--- src/rtl/bp_be_fe_queue_thread_buffer.sv ---
`default_nettype none
// ============================================================================
// Module   : bp_be_fe_queue_thread_buffer
// Brief    : Per-thread FE->BE instruction queues; FE pushes tagged packets,
//            BE pops from the scheduled thread, flush clears a single thread.
// Revision : 1.0 - initial release
// ============================================================================
module bp_be_fe_queue_thread_buffer #(
    parameter int num_threads_p     = 2,
    parameter int thread_id_width_p = 1,
    parameter int entry_width_p     = 64,
    parameter int els_p             = 4
) (
    input  logic                         clk_i,
    input  logic                         reset_n_i,
    input  logic [entry_width_p-1:0]     fe_queue_i,
    input  logic [thread_id_width_p-1:0] fe_queue_thread_i,
    input  logic                         fe_queue_v_i,
    output logic                         fe_queue_ready_and_o,
    input  logic [thread_id_width_p-1:0] thread_id_i,
    output logic [entry_width_p-1:0]     be_queue_o,
    output logic                         be_queue_v_o,
    input  logic                         be_queue_ready_and_i,
    input  logic                         flush_v_i,
    input  logic [thread_id_width_p-1:0] flush_thread_i,
    output logic [num_threads_p-1:0]     empty_o,
    output logic [num_threads_p-1:0]     full_o
);

    localparam int c_ptr_w = $clog2(els_p);
    localparam int c_cnt_w = $clog2(els_p + 1);
    localparam logic [c_cnt_w-1:0] c_full_cnt = c_cnt_w'(els_p);

    logic [num_threads_p-1:0]                    w_enq_sel;
    logic [num_threads_p-1:0]                    w_deq_sel;
    logic [num_threads_p-1:0]                    w_flush;
    logic [num_threads_p-1:0]                    w_empty;
    logic [num_threads_p-1:0]                    w_full;
    logic [num_threads_p-1:0]                    w_enq;
    logic [num_threads_p-1:0]                    w_deq;
    logic [num_threads_p-1:0][entry_width_p-1:0] w_head;

`ifndef SYNTHESIS
    generate
        if ((els_p < 2) || ((els_p & (els_p - 1)) != 0)) begin : g_bad_els
            $error("els_p must be a power of 2 and at least 2");
        end
    endgenerate
`endif

    // Out-of-range thread IDs match no decode bit, so they are never ready/valid and flush nothing.
    generate
        for (genvar t = 0; t < num_threads_p; t++) begin : g_thread
            localparam logic [thread_id_width_p-1:0] c_tid = thread_id_width_p'(t);

            logic [entry_width_p-1:0] r_mem [els_p];
            logic [c_ptr_w-1:0]       r_rd_ptr;
            logic [c_ptr_w-1:0]       r_wr_ptr;
            logic [c_cnt_w-1:0]       r_count;

            assign w_enq_sel[t] = (fe_queue_thread_i == c_tid);
            assign w_deq_sel[t] = (thread_id_i == c_tid);
            assign w_flush[t]   = flush_v_i & (flush_thread_i == c_tid);
            assign w_empty[t]   = (r_count == '0);
            assign w_full[t]    = (r_count == c_full_cnt);
            assign w_enq[t]     = fe_queue_v_i & w_enq_sel[t] & ~w_full[t] & ~w_flush[t];
            assign w_deq[t]     = be_queue_ready_and_i & w_deq_sel[t] & ~w_empty[t] & ~w_flush[t];
            assign w_head[t]    = r_mem[r_rd_ptr];

            always_ff @(posedge clk_i or negedge reset_n_i) begin
                if (!reset_n_i) begin
                    r_rd_ptr <= '0;
                    r_wr_ptr <= '0;
                    r_count  <= '0;
                end else if (w_flush[t]) begin
                    r_rd_ptr <= '0;
                    r_wr_ptr <= '0;
                    r_count  <= '0;
                end else begin
                    if (w_enq[t]) r_wr_ptr <= r_wr_ptr + 1'b1;
                    if (w_deq[t]) r_rd_ptr <= r_rd_ptr + 1'b1;
                    if (w_enq[t] && !w_deq[t]) r_count <= r_count + 1'b1;
                    else if (!w_enq[t] && w_deq[t]) r_count <= r_count - 1'b1;
                end
            end

            // Entry storage carries no reset; contents are only observed through valid.
            always_ff @(posedge clk_i) begin
                if (w_enq[t]) r_mem[r_wr_ptr] <= fe_queue_i;
            end

`ifndef SYNTHESIS
            a_no_enq_full : assert property (@(posedge clk_i) disable iff (!reset_n_i)
                !(w_enq[t] && w_full[t]));
            a_no_deq_empty : assert property (@(posedge clk_i) disable iff (!reset_n_i)
                !(w_deq[t] && w_empty[t]));
`endif
        end
    endgenerate

    always_comb begin
        be_queue_o = '0;
        for (int i = 0; i < num_threads_p; i++) begin
            if (w_deq_sel[i]) be_queue_o = w_head[i];
        end
    end

    assign be_queue_v_o         = |(w_deq_sel & ~w_empty & ~w_flush);
    assign fe_queue_ready_and_o = |(w_enq_sel & ~w_full & ~w_flush);
    assign empty_o              = w_empty;
    assign full_o               = w_full;

endmodule
`default_nettype wire
--- config.mk ---
export PLATFORM = sky130hd
export DESIGN_NAME = bp_be_fe_queue_thread_buffer
export DESIGN_NICKNAME = d
export VERILOG_FILES = /design/src/rtl/bp_be_fe_queue_thread_buffer.sv
export SDC_FILE = /design/constraint.sdc
export NUM_CORES = 1
export LEC_CHECK = 0
export ABC_AREA = 0
export CORE_UTILIZATION = 25
export CTS_CLUSTER_SIZE = 14
export DETAILED_ROUTE_END_ITERATION = 16
export PLACE_DENSITY_LB_ADDON = 0.15
export SETUP_SLACK_MARGIN = 0.02
export SLEW_MARGIN = 10
export SYNTH_ARGS = -nofsm -noshare
export SYNTH_HDL_FRONTEND = slang
export SYNTH_SLANG_ARGS = --single-unit
export TNS_END_PERCENT = 50
--- constraint.sdc ---
create_clock -name clk_i -period 9.3 [get_ports clk_i]
set_clock_uncertainty 0.2 [all_clocks]
set_input_delay 2.325 -clock clk_i [delete_from_list [all_inputs] [get_ports clk_i]]
set_output_delay 2.325 -clock clk_i [all_outputs]
set_load 0.03 [all_outputs]
==> results.py, run 1 <==
metrics = {
    "finish": {
        "drive_gt1_share_pct": 28.80,
        "final_cell_mix": "edfxtp_1 (512), clkdlybuf4s50_1 (140), mux4_2 (128), mux2_2 (65), clkbuf_16 (59)",
        "final_cell_area_um2": 24850,
        "fin_nets": 1115,
        "area_growth_pct": 23.10,
        "stdcell_count": 2130,
        "antenna_cells": 0,
        "nFillCells": 7651,
        "final_common_cell": "edfxtp_1",
    },
    "run": {
        "drv_cap": 0,
    },
    "setup_path": {
        "startpoint_type": "primary input",
        "crit_fanout": 45,
        "slowest_stage": "buf_4",
        "timing.critical_path.buf_inv": 3,
        "cp_cell_sequence": "buf_4 -> buf_4 -> mux2_2 -> clkdlybuf4s50_1",
        "worst_path_dominant_cell_family": "buffers and inverters",
        "crit_arrival_ps": 4430,
        "critical_path_class": "in -> out",
        "endpoint_kind": "output port",
        "max_stage_delay_ps": 610,
        "cpMostUsedCell": "buf_4",
        "crit_required_ps": 6780,
    },
    "power": {
        "ir_drop_v": 0.0001543,
        "p_total_mw": 7.126,
        "p_seq_share_pct": 41.6,
        "leakage_nw": 7.644,
        "sw_frac_of_total_pct": 28.78,
        "p_sw_mw": 2.051,
        "cellPowerDensity_nw_per_um2": 286.7,
        "pwr-share-clk_pct": 32.6,
        "share_comb_of_total_power_pct": 25.7,
        "intPower_mw": 5.075,
    },
    "sta": {
        "max_freq_ghz": 0.1437,
        "rsz0062_at_grt": "false",
        "worst_slew_pin_slew_ps": 975.3,
        "setup_viol": 0,
        "fin_crit_sh_pct": 74.83,
        "fin_setup_tns_ps": 0,
        "drv_slew": 0,
        "slew_headroom_pct": 34.98,
        "period_minus_slack_ps": 6959,
        "finalHoldViolations": 0,
        "finalWorstSetupSlack_ps": 2341,
    },
    "drt": {
        "drt_iter0_drc": 549,
        "drc": 0,
        "num_vias": 9112,
        "wl_per_cell_um": 23.29,
        "drt_first_pass_iters": 5,
        "wirelength_mm": 49.61,
        "final_antenna_net_count": 0,
        "vias_per_cell": 4.278,
    },
    "yosys": {
        "ys_types": 38,
        "yosys_warnings": 0,
        "netlist_area_um2": 20190,
        "syn_nets": 937,
        "synth_seq_cells": 526,
        "syn_inst": 855,
        "ys_seq_area_share_pct": 77.89,
        "synth_area_per_cell_um2": 23.61,
    },
    "clocking": {
        "cts_buffers": 58,
        "ctsResizeCount": 0,
        "clock_sinks": 526,
        "tritoncts": "yes",
        "htreeDepth": 2,
        "postCtsSetupRepairBufs": 0,
        "postCtsHoldBufs": 0,
        "cts-root-buf": "clkbuf_16",
        "cts_max_path_buffers": 3,
        "worst_skew_pair.late_latency_ps": 600,
        "clkTransAtPathRegs_ps": 60,
    },
    "global_routing": {
        "grt_max_degree": 52,
        "grt_pass1_vias": 9894,
        "gr-usage-all-layers_pct": 12.25,
        "antenna_found_initial": 2,
        "overflow": 0,
        "grt_pass1_wl_mm": 71.97,
    },
    "die": {
        "initial_utilization_pct": 25.43,
        "coreArea_um2": 79390,
        "dieArea_um2": 81900,
        "die_y_um": 286.2,
        "die_x_um": 286.2,
        "ioPinCount": 142,
        "rows": 103,
    },
    "placement": {
        "placed_area_um2": 22910,
        "hpwl_mm": 27.16,
        "gp_congestion": 0.6553,
        "placed_cells": 2023,
        "io_buffers": 141,
        "pre_cts_ws_ps": 2235,
    },
    "min_path": {
        "hold_path.class": "reg -> reg",
    },
    "status": {
        "outcome": "finished, final reports clean",
    },
}
-- cell usage after synthesis, drive strengths merged --
master / instances / share of area (%)
nor2b: 3 / 0.093
buf: 19 / 0.48
mux4: 128 / 14
a21oi: 5 / 0.14
fa: 2 / 0.20
o211a: 1 / 0.050
dfrtp: 14 / 1.7
nor3b: 6 / 0.27
o311a: 1 / 0.11
o32ai: 1 / 0.043
inv: 9 / 0.17
edfxtp: 512 / 76
nor4: 2 / 0.062
nor3: 6 / 0.15
and3: 8 / 0.25
nand2: 6 / 0.11
o21ai: 5 / 0.12
a21o: 1 / 0.037
nand3: 2 / 0.050
xor2: 2 / 0.087
and2: 2 / 0.062
o31ai: 1 / 0.037
or4: 1 / 0.056
mux2: 65 / 3.6
nor2: 11 / 0.20
clkbuf: 19 / 0.35
mux2i: 2 / 0.099
a211oi: 1 / 0.037
o21a: 1 / 0.037
o211ai: 1 / 0.037
xnor2: 5 / 0.22
or3: 2 / 0.062
ha: 8 / 0.50
nand2b: 3 / 0.093
-- cell families after synthesis --
group	share of synthesized area, %
AND/OR/NAND/NOR	1.463
multiplexers	18.00
AO/OA/AOI/OAI	0.6508
flip-flops	77.89
buffers and inverters	0.9978
adder cells (fa/ha/maj)	0.6941
XOR/XNOR	0.3037
-- worst paths after layout --
kind	start	end	slack [ps]	cells past startpoint
min in group asynchronous	reset_n_i	g_thread[1].r_wr_ptr[0]	1980	1
worst max register to register	g_thread[0].r_count[2]	g_thread[0].r_mem[0][44]	6240	4
max in group asynchronous	reset_n_i	g_thread[0].r_rd_ptr[1]	6340	1
worst max-delay path	thread_id_i	be_queue_o[19]	2340	4
worst min-delay path	g_thread[0].r_count[2]	g_thread[0].r_count[2]	360	2
worst min register to register	g_thread[0].r_count[2]	g_thread[0].r_count[2]	360	2
-- power groups by stage --
stage | logic (mW) | clock network (mW) | registers, mW
after floorplan | 1.26 | 0 | 2.89
after global placement | 1.90 | 0 | 3.02
after detailed placement | 1.90 | 0 | 3.03
after CTS | 1.91 | 2.40 | 2.98
after global routing | 1.97 | 2.49 | 3.00
final | 1.83 | 2.33 | 2.97
-- flip-flops by register name (all words and copies together), names as in the netlist --
register and flops:
g_thread.r_wr_ptr 4, g_thread.r_mem 512, g_thread.r_count 6, g_thread.r_rd_ptr 4
-- per-stage QoR --
stage                     utilization (%)  hold WS, ps
after detailed placement            28.86        349.9
after floorplan                         -        312.5
final                               31.31        358.5
after CTS                           31.31        358.6
after global placement              28.86        343.2
after global routing                31.31        415.3
-- layout make-up --
| type | instances | area [um^2] | share of cell area (%) |
|---|---|---|---|
| clock buffer | 76 | 1620 | 6.520 |
| clock inverter | 31 | 320.3 | 1.289 |
| inverter | 9 | 33.78 | 0.1359 |
| multi-input combinational | 282 | 4303 | 17.31 |
| sequential | 526 | 15740 | 63.33 |
| tap | 1050 | 1314 | 5.286 |
| timing repair buffer | 156 | 1521 | 6.122 |
-- worst min-delay path: cells and delay by family, from the launching register on --
kind | cells | cell delay (ps)
AND/OR/NAND/NOR | 1 | 60
flip-flops | 1 | 400
multiplexers | 1 | 60
-- layer usage --
| layer | global-route usage [%] | routed length, um | vias up |
|---|---|---|---|
| met2 | 20.97 | 25120 | 169 |
| li1 | - | - | 3972 |
| met4 | 3.142 | 966 | 4 |
| met3 | 2.289 | 1926 | 74 |
| met5 | 0 | 27 | - |
| met1 | 15.91 | 21570 | 4893 |
(Power assumes the default switching activity.)
==> inputs of run 2 (changes only) <==
==> constraint.sdc (replaced) <==
create_clock -name clk_i -period 6.7 [get_ports clk_i]
set_clock_uncertainty 0.2 [all_clocks]
set_input_delay 1.675 -clock clk_i [delete_from_list [all_inputs] [get_ports clk_i]]
set_output_delay 1.675 -clock clk_i [all_outputs]
set_load 0.03 [all_outputs]
==> results.py, run 2 (synthesis results as in run 1) <==
metrics = {
    "status": {
        "outcome": "finished, final reports clean",
    },
    "setup_path": {
        "worst_path_dominant_cell_family": "buffers and inverters",
        "endpoint_kind": "output port",
        "crit_arrival_ps": 3400,
        "cp_cell_sequence": "buf_4 -> buf_4 -> mux2_2 -> clkdlybuf4s50_1",
        "startpoint_type": "primary input",
        "timing.critical_path.buf_inv": 3,
        "critical_path_class": "in -> out",
        "max_stage_delay_ps": 590,
        "crit_required_ps": 4830,
        "slowest_stage": "clkdlybuf4s50_1",
        "crit_fanout": 23,
        "cpMostUsedCell": "buf_4",
        "startpoint": "thread_id_i",
        "timing.rr.start": "g_thread[0].r_count[2]",
    },
    "placement": {
        "hpwl_mm": 27.97,
        "gp_congestion": 0.6564,
        "io_buffers": 141,
        "pre_cts_ws_ps": 1379,
    },
    "sta": {
        "rsz0062_at_grt": "false",
        "holdWs_ps": 378.2,
        "period_minus_slack_ps": 5275,
        "setup_viol": 0,
        "slew_headroom_pct": 33.92,
        "max_freq_ghz": 0.1896,
        "worst_slew_pin_slew_ps": 991.1,
        "finalHoldViolations": 0,
        "drv_slew": 0,
        "finalWorstSetupSlack_ps": 1425,
        "fin_crit_sh_pct": 78.73,
        "fin_setup_tns_ps": 0,
    },
    "power": {
        "share_comb_of_total_power_pct": 26.0,
        "pwr-share-clk_pct": 32.0,
        "intPower_mw": 7.017,
        "leakage_nw": 7.664,
        "sw_frac_of_total_pct": 28.87,
        "ir_drop_v": 0.0002454,
        "p_seq_share_pct": 42.0,
        "cellPowerDensity_nw_per_um2": 396.0,
        "p_sw_mw": 2.847,
    },
    "clocking": {
        "htreeDepth": 2,
        "cts_max_path_buffers": 3,
        "tritoncts": "yes",
        "clock_sinks": 526,
        "cts-root-buf": "clkbuf_16",
        "postCtsSetupRepairBufs": 0,
        "clkTransAtPathRegs_ps": 60,
        "postCtsHoldBufs": 0,
        "cts_buffers": 57,
        "ctsResizeCount": 0,
        "worst_skew_pair.late_latency_ps": 590,
    },
    "global_routing": {
        "grt_pass1_wl_mm": 71.55,
        "antenna_found_initial": 3,
        "overflow": 0,
        "grt_pass1_vias": 9910,
        "gr-usage-all-layers_pct": 12.16,
        "grt_max_degree": 51,
    },
    "finish": {
        "reg_top3": "g_thread.r_mem (512), g_thread.r_count (6)",
        "fin_nets": 1122,
        "final_common_cell": "edfxtp_1",
        "area_growth_pct": 23.38,
        "largest_reg_flops": 512,
        "top_register": "g_thread.r_mem",
        "final_cell_mix": "edfxtp_1 (512), clkdlybuf4s50_1 (140), mux4_2 (128), mux2_2 (65), clkbuf_16 (59)",
        "drive_gt1_share_pct": 28.98,
        "antenna_cells": 0,
    },
    "die": {
        "rows": 103,
        "die_x_um": 286.2,
        "initial_utilization_pct": 25.43,
        "die_y_um": 286.2,
        "dieArea_um2": 81900,
        "coreArea_um2": 79390,
        "ioPinCount": 142,
    },
    "drt": {
        "wirelength_mm": 49.21,
        "wl_per_cell_um": 23.10,
        "drc": 0,
        "drt_first_pass_iters": 4,
        "drt_iter0_drc": 634,
        "final_antenna_net_count": 0,
        "num_vias": 9168,
        "vias_per_cell": 4.304,
    },
    "min_path": {
        "hold_path.class": "reg -> reg",
        "min_from": "g_thread[0].r_count[2]",
    },
    "run": {
        "drv_cap": 0,
    },
}
-- run 2: changes by cell type in the layout (fill, tap and decap cells not counted) --
cell,before,now
clkbuf_1,9,11
clkinv_4,0,1
bufinv_16,7,8
buf_12,0,6
clkinv_1,13,9
clkbuf_8,8,0
buf_4,16,18
-- run 2: layout make-up --
type                            instances  area (um^2)
Timing Repair Buffer                  164         1657
Tap cell                             1050         1314
Clock inverter                         29        344.1
Clock buffer                           70         1518
Inverter                                9        33.78
Multi-Input combinational cell        282         4303
Fill cell                            7712        54480
Sequential cell                       526        15740
-- run 2: metal layers --
| layer | wire, um | track usage (%) |
|---|---|---|
| met5 | 38 | 0 |
| met2 | 24320 | 20.42 |
| met3 | 2202 | 2.599 |
| met4 | 938 | 2.981 |
| met1 | 21720 | 15.99 |
-- run 2: through the flow --
step / util [%] / std cells / total power [mW] / area [um^2]
3_5_place_dp: 29.03 / 2031 / 6.879 / 23050
4_1_cts: 31.38 / 2130 / 10.09 / 24910
6_report: 31.38 / 2130 / 9.864 / 24910
5_1_grt: 31.38 / 2130 / 10.32 / 24910
3_3_place_gp: 29.03 / 2031 / 6.889 / 23050
2_1_floorplan: - / 855 / 5.769 / 20190
-- run 2: path summary, 6_finish.rpt --
| kind | cells after the start | end | slack (ps) |
|---|---|---|---|
| setup / recovery | 4 | be_queue_o[5] | 1430 |
| hold / removal | 2 | g_thread[0].r_count[2] | 380 |
| max in group asynchronous | 1 | g_thread[0].r_rd_ptr[1] | 4380 |
| setup reg to reg | 4 | g_thread[0].r_mem[2][45] | 3750 |
| hold reg to reg | 2 | g_thread[0].r_count[2] | 380 |
| min in group asynchronous | 1 | g_thread[1].r_wr_ptr[0] | 1340 |
-- run 2: tightest hold or removal path: stages, from the launching register on --
cell     delay (ps)
dfrtp_1         400
nand2_1          70
mux2i_1          60
-- run 2: power groups by stage --
stage               sequential [mW]  clock [mW]  combinational, mW
floorplan                      4.02           0               1.75
global placement               4.22           0               2.67
detailed placement             4.23           0               2.65
CTS                            4.16        3.27               2.66
global route                   4.18        3.38               2.76
finish                         4.14        3.16               2.57
==> inputs of run 3 (changes only) <==
==> constraint.sdc (replaced) <==
create_clock -name clk_i -period 4.91 [get_ports clk_i]
set_clock_uncertainty 0.2 [all_clocks]
set_input_delay 1.2275 -clock clk_i [delete_from_list [all_inputs] [get_ports clk_i]]
set_output_delay 1.2275 -clock clk_i [all_outputs]
set_load 0.03 [all_outputs]
==> results.py, run 3 (synthesis results as in run 1) <==
metrics = {
    "status": {
        "outcome": "finished, final reports clean",
    },
    "clocking": {
        "postCtsHoldBufs": 0,
        "cts_buffers": 58,
        "clock_sinks": 526,
        "cts_max_path_buffers": 3,
        "ctsResizeCount": 0,
        "clkTransAtPathRegs_ps": 60,
        "tritoncts": "yes",
        "worst_skew_pair.late_latency_ps": 600,
        "cts-root-buf": "clkbuf_16",
        "htreeDepth": 2,
        "postCtsSetupRepairBufs": 0,
    },
    "sta": {
        "fin_crit_sh_pct": 91.97,
        "finalHoldViolations": 0,
        "max_freq_ghz": 0.2214,
        "worst_slew_pin_slew_ps": 754.5,
        "period_minus_slack_ps": 4516,
        "holdWs_ps": 365.6,
        "drv_slew": 0,
        "rsz0062_at_grt": "false",
        "slew_headroom_pct": 49.48,
        "fin_setup_tns_ps": 0,
        "finalWorstSetupSlack_ps": 394.1,
        "setup_viol": 0,
    },
    "setup_path": {
        "max_stage_delay_ps": 730,
        "crit_arrival_ps": 3090,
        "crit_required_ps": 3480,
        "cp_cell_sequence": "buf_12 -> mux4_2 -> mux2_2 -> clkdlybuf4s50_1",
        "critical_path_class": "reg -> out",
        "endpoint_kind": "output port",
        "slowest_stage": "clkdlybuf4s50_1",
        "startpoint_type": "flip-flop",
        "crit_fanout": 31,
    },
    "finish": {
        "reg_top3": "g_thread.r_mem (512), g_thread.r_count (6)",
        "top_register": "g_thread.r_mem",
        "nFillCells": 7676,
        "drive_gt1_share_pct": 28.37,
        "final_common_cell": "edfxtp_1",
        "final_core_util_pct": 31.38,
        "fin_nets": 1125,
        "stdcell_count": 2140,
        "area_growth_pct": 23.41,
        "final_cell_mix": "edfxtp_1 (512), clkdlybuf4s50_1 (140), mux4_2 (128), mux2_2 (65), clkbuf_16 (58)",
        "largest_reg_flops": 512,
        "final_cell_area_um2": 24920,
    },
    "power": {
        "sw_frac_of_total_pct": 29.66,
        "ir_drop_v": 0.0003520,
        "p_total_mw": 13.20,
        "pwr-share-clk_pct": 30.1,
        "share_comb_of_total_power_pct": 28.3,
        "p_seq_share_pct": 41.5,
        "p_sw_mw": 3.916,
        "intPower_mw": 9.286,
        "cellPowerDensity_nw_per_um2": 529.9,
        "leakage_nw": 7.635,
    },
    "placement": {
        "hpwl_mm": 27.22,
        "gp_congestion": 0.6748,
        "placed_cells": 2033,
        "pre_cts_ws_ps": 568.2,
        "placed_area_um2": 23190,
        "io_buffers": 141,
    },
    "drt": {
        "wirelength_mm": 50.42,
        "num_vias": 9252,
        "final_antenna_net_count": 0,
        "drt_iter0_drc": 442,
        "wl_per_cell_um": 23.56,
        "vias_per_cell": 4.323,
        "drc": 0,
        "drt_first_pass_iters": 6,
    },
    "die": {
        "die_x_um": 286.2,
        "dieArea_um2": 81900,
        "rows": 103,
        "coreArea_um2": 79390,
        "die_y_um": 286.2,
        "ioPinCount": 142,
        "initial_utilization_pct": 25.43,
    },
    "min_path": {
        "hold_path.class": "reg -> reg",
    },
    "global_routing": {
        "gr-usage-all-layers_pct": 12.40,
        "antenna_found_initial": 5,
        "overflow": 0,
        "grt_pass1_wl_mm": 72.84,
        "grt_max_degree": 65,
        "grt_pass1_vias": 9891,
    },
    "run": {
        "drv_cap": 0,
    },
}
[run 3: changes by cell type in the layout (fill, tap and decap cells not counted), moves of 2 or more]
cell,change
buf_12,+10
buf_4,-8
bufinv_16,-6
clkbuf_1,+3
clkinv_1,+10
inv_6,+2
[run 3: final cells by class]
cell class | count | area [um^2] | area share [%]
Clock inverter | 34 | 221.5 | 0.8889
Timing Repair Buffer | 166 | 1797 | 7.211
Antenna cell | 1 | 2.502 | 0.01004
Multi-Input combinational cell | 282 | 4303 | 17.27
Clock buffer | 72 | 1504 | 6.036
Tap cell | 1050 | 1314 | 5.273
Inverter | 9 | 33.78 | 0.1356
Sequential cell | 526 | 15740 | 63.17
[run 3: power groups by stage]
stage               clock, mW  sequential, mW  combinational [mW]
detailed placement          0            5.59                3.87
global route             4.27            5.52                4.02
finish                   3.98            5.48                3.74
global placement            0            5.57                3.88
floorplan                   0            5.48                2.39
CTS                      4.11            5.49                3.88
[run 3: worst max-delay path: cells and delay by family, from the launching register on]
kind	cells	cell delay (ps)
buf+inv	2	1050
mux	2	830
flops	1	550
[run 3: per-layer routing]
metal	up-vias	track usage, %	routed length (um)
li1	4000	-	-
met1	5003	16.89	23070
met2	165	20.21	24440
met3	76	2.456	1956
met4	8	3.168	912
met5	-	0	46
[run 3: worst paths after layout]
path	start	end	slack [ps]	depth (start not counted)
max in group asynchronous	reset_n_i	g_thread[1].r_rd_ptr[1]	3160	1
setup / recovery	g_thread[0].r_rd_ptr[0]	be_queue_o[48]	390	4
hold reg to reg	g_thread[0].r_count[2]	g_thread[0].r_count[2]	370	2
setup reg to reg	g_thread[1].r_count[2]	g_thread[1].r_count[2]	2060	6
min in group asynchronous	reset_n_i	g_thread[0].r_rd_ptr[0]	840	1
hold / removal	g_thread[0].r_count[2]	g_thread[0].r_count[2]	370	2
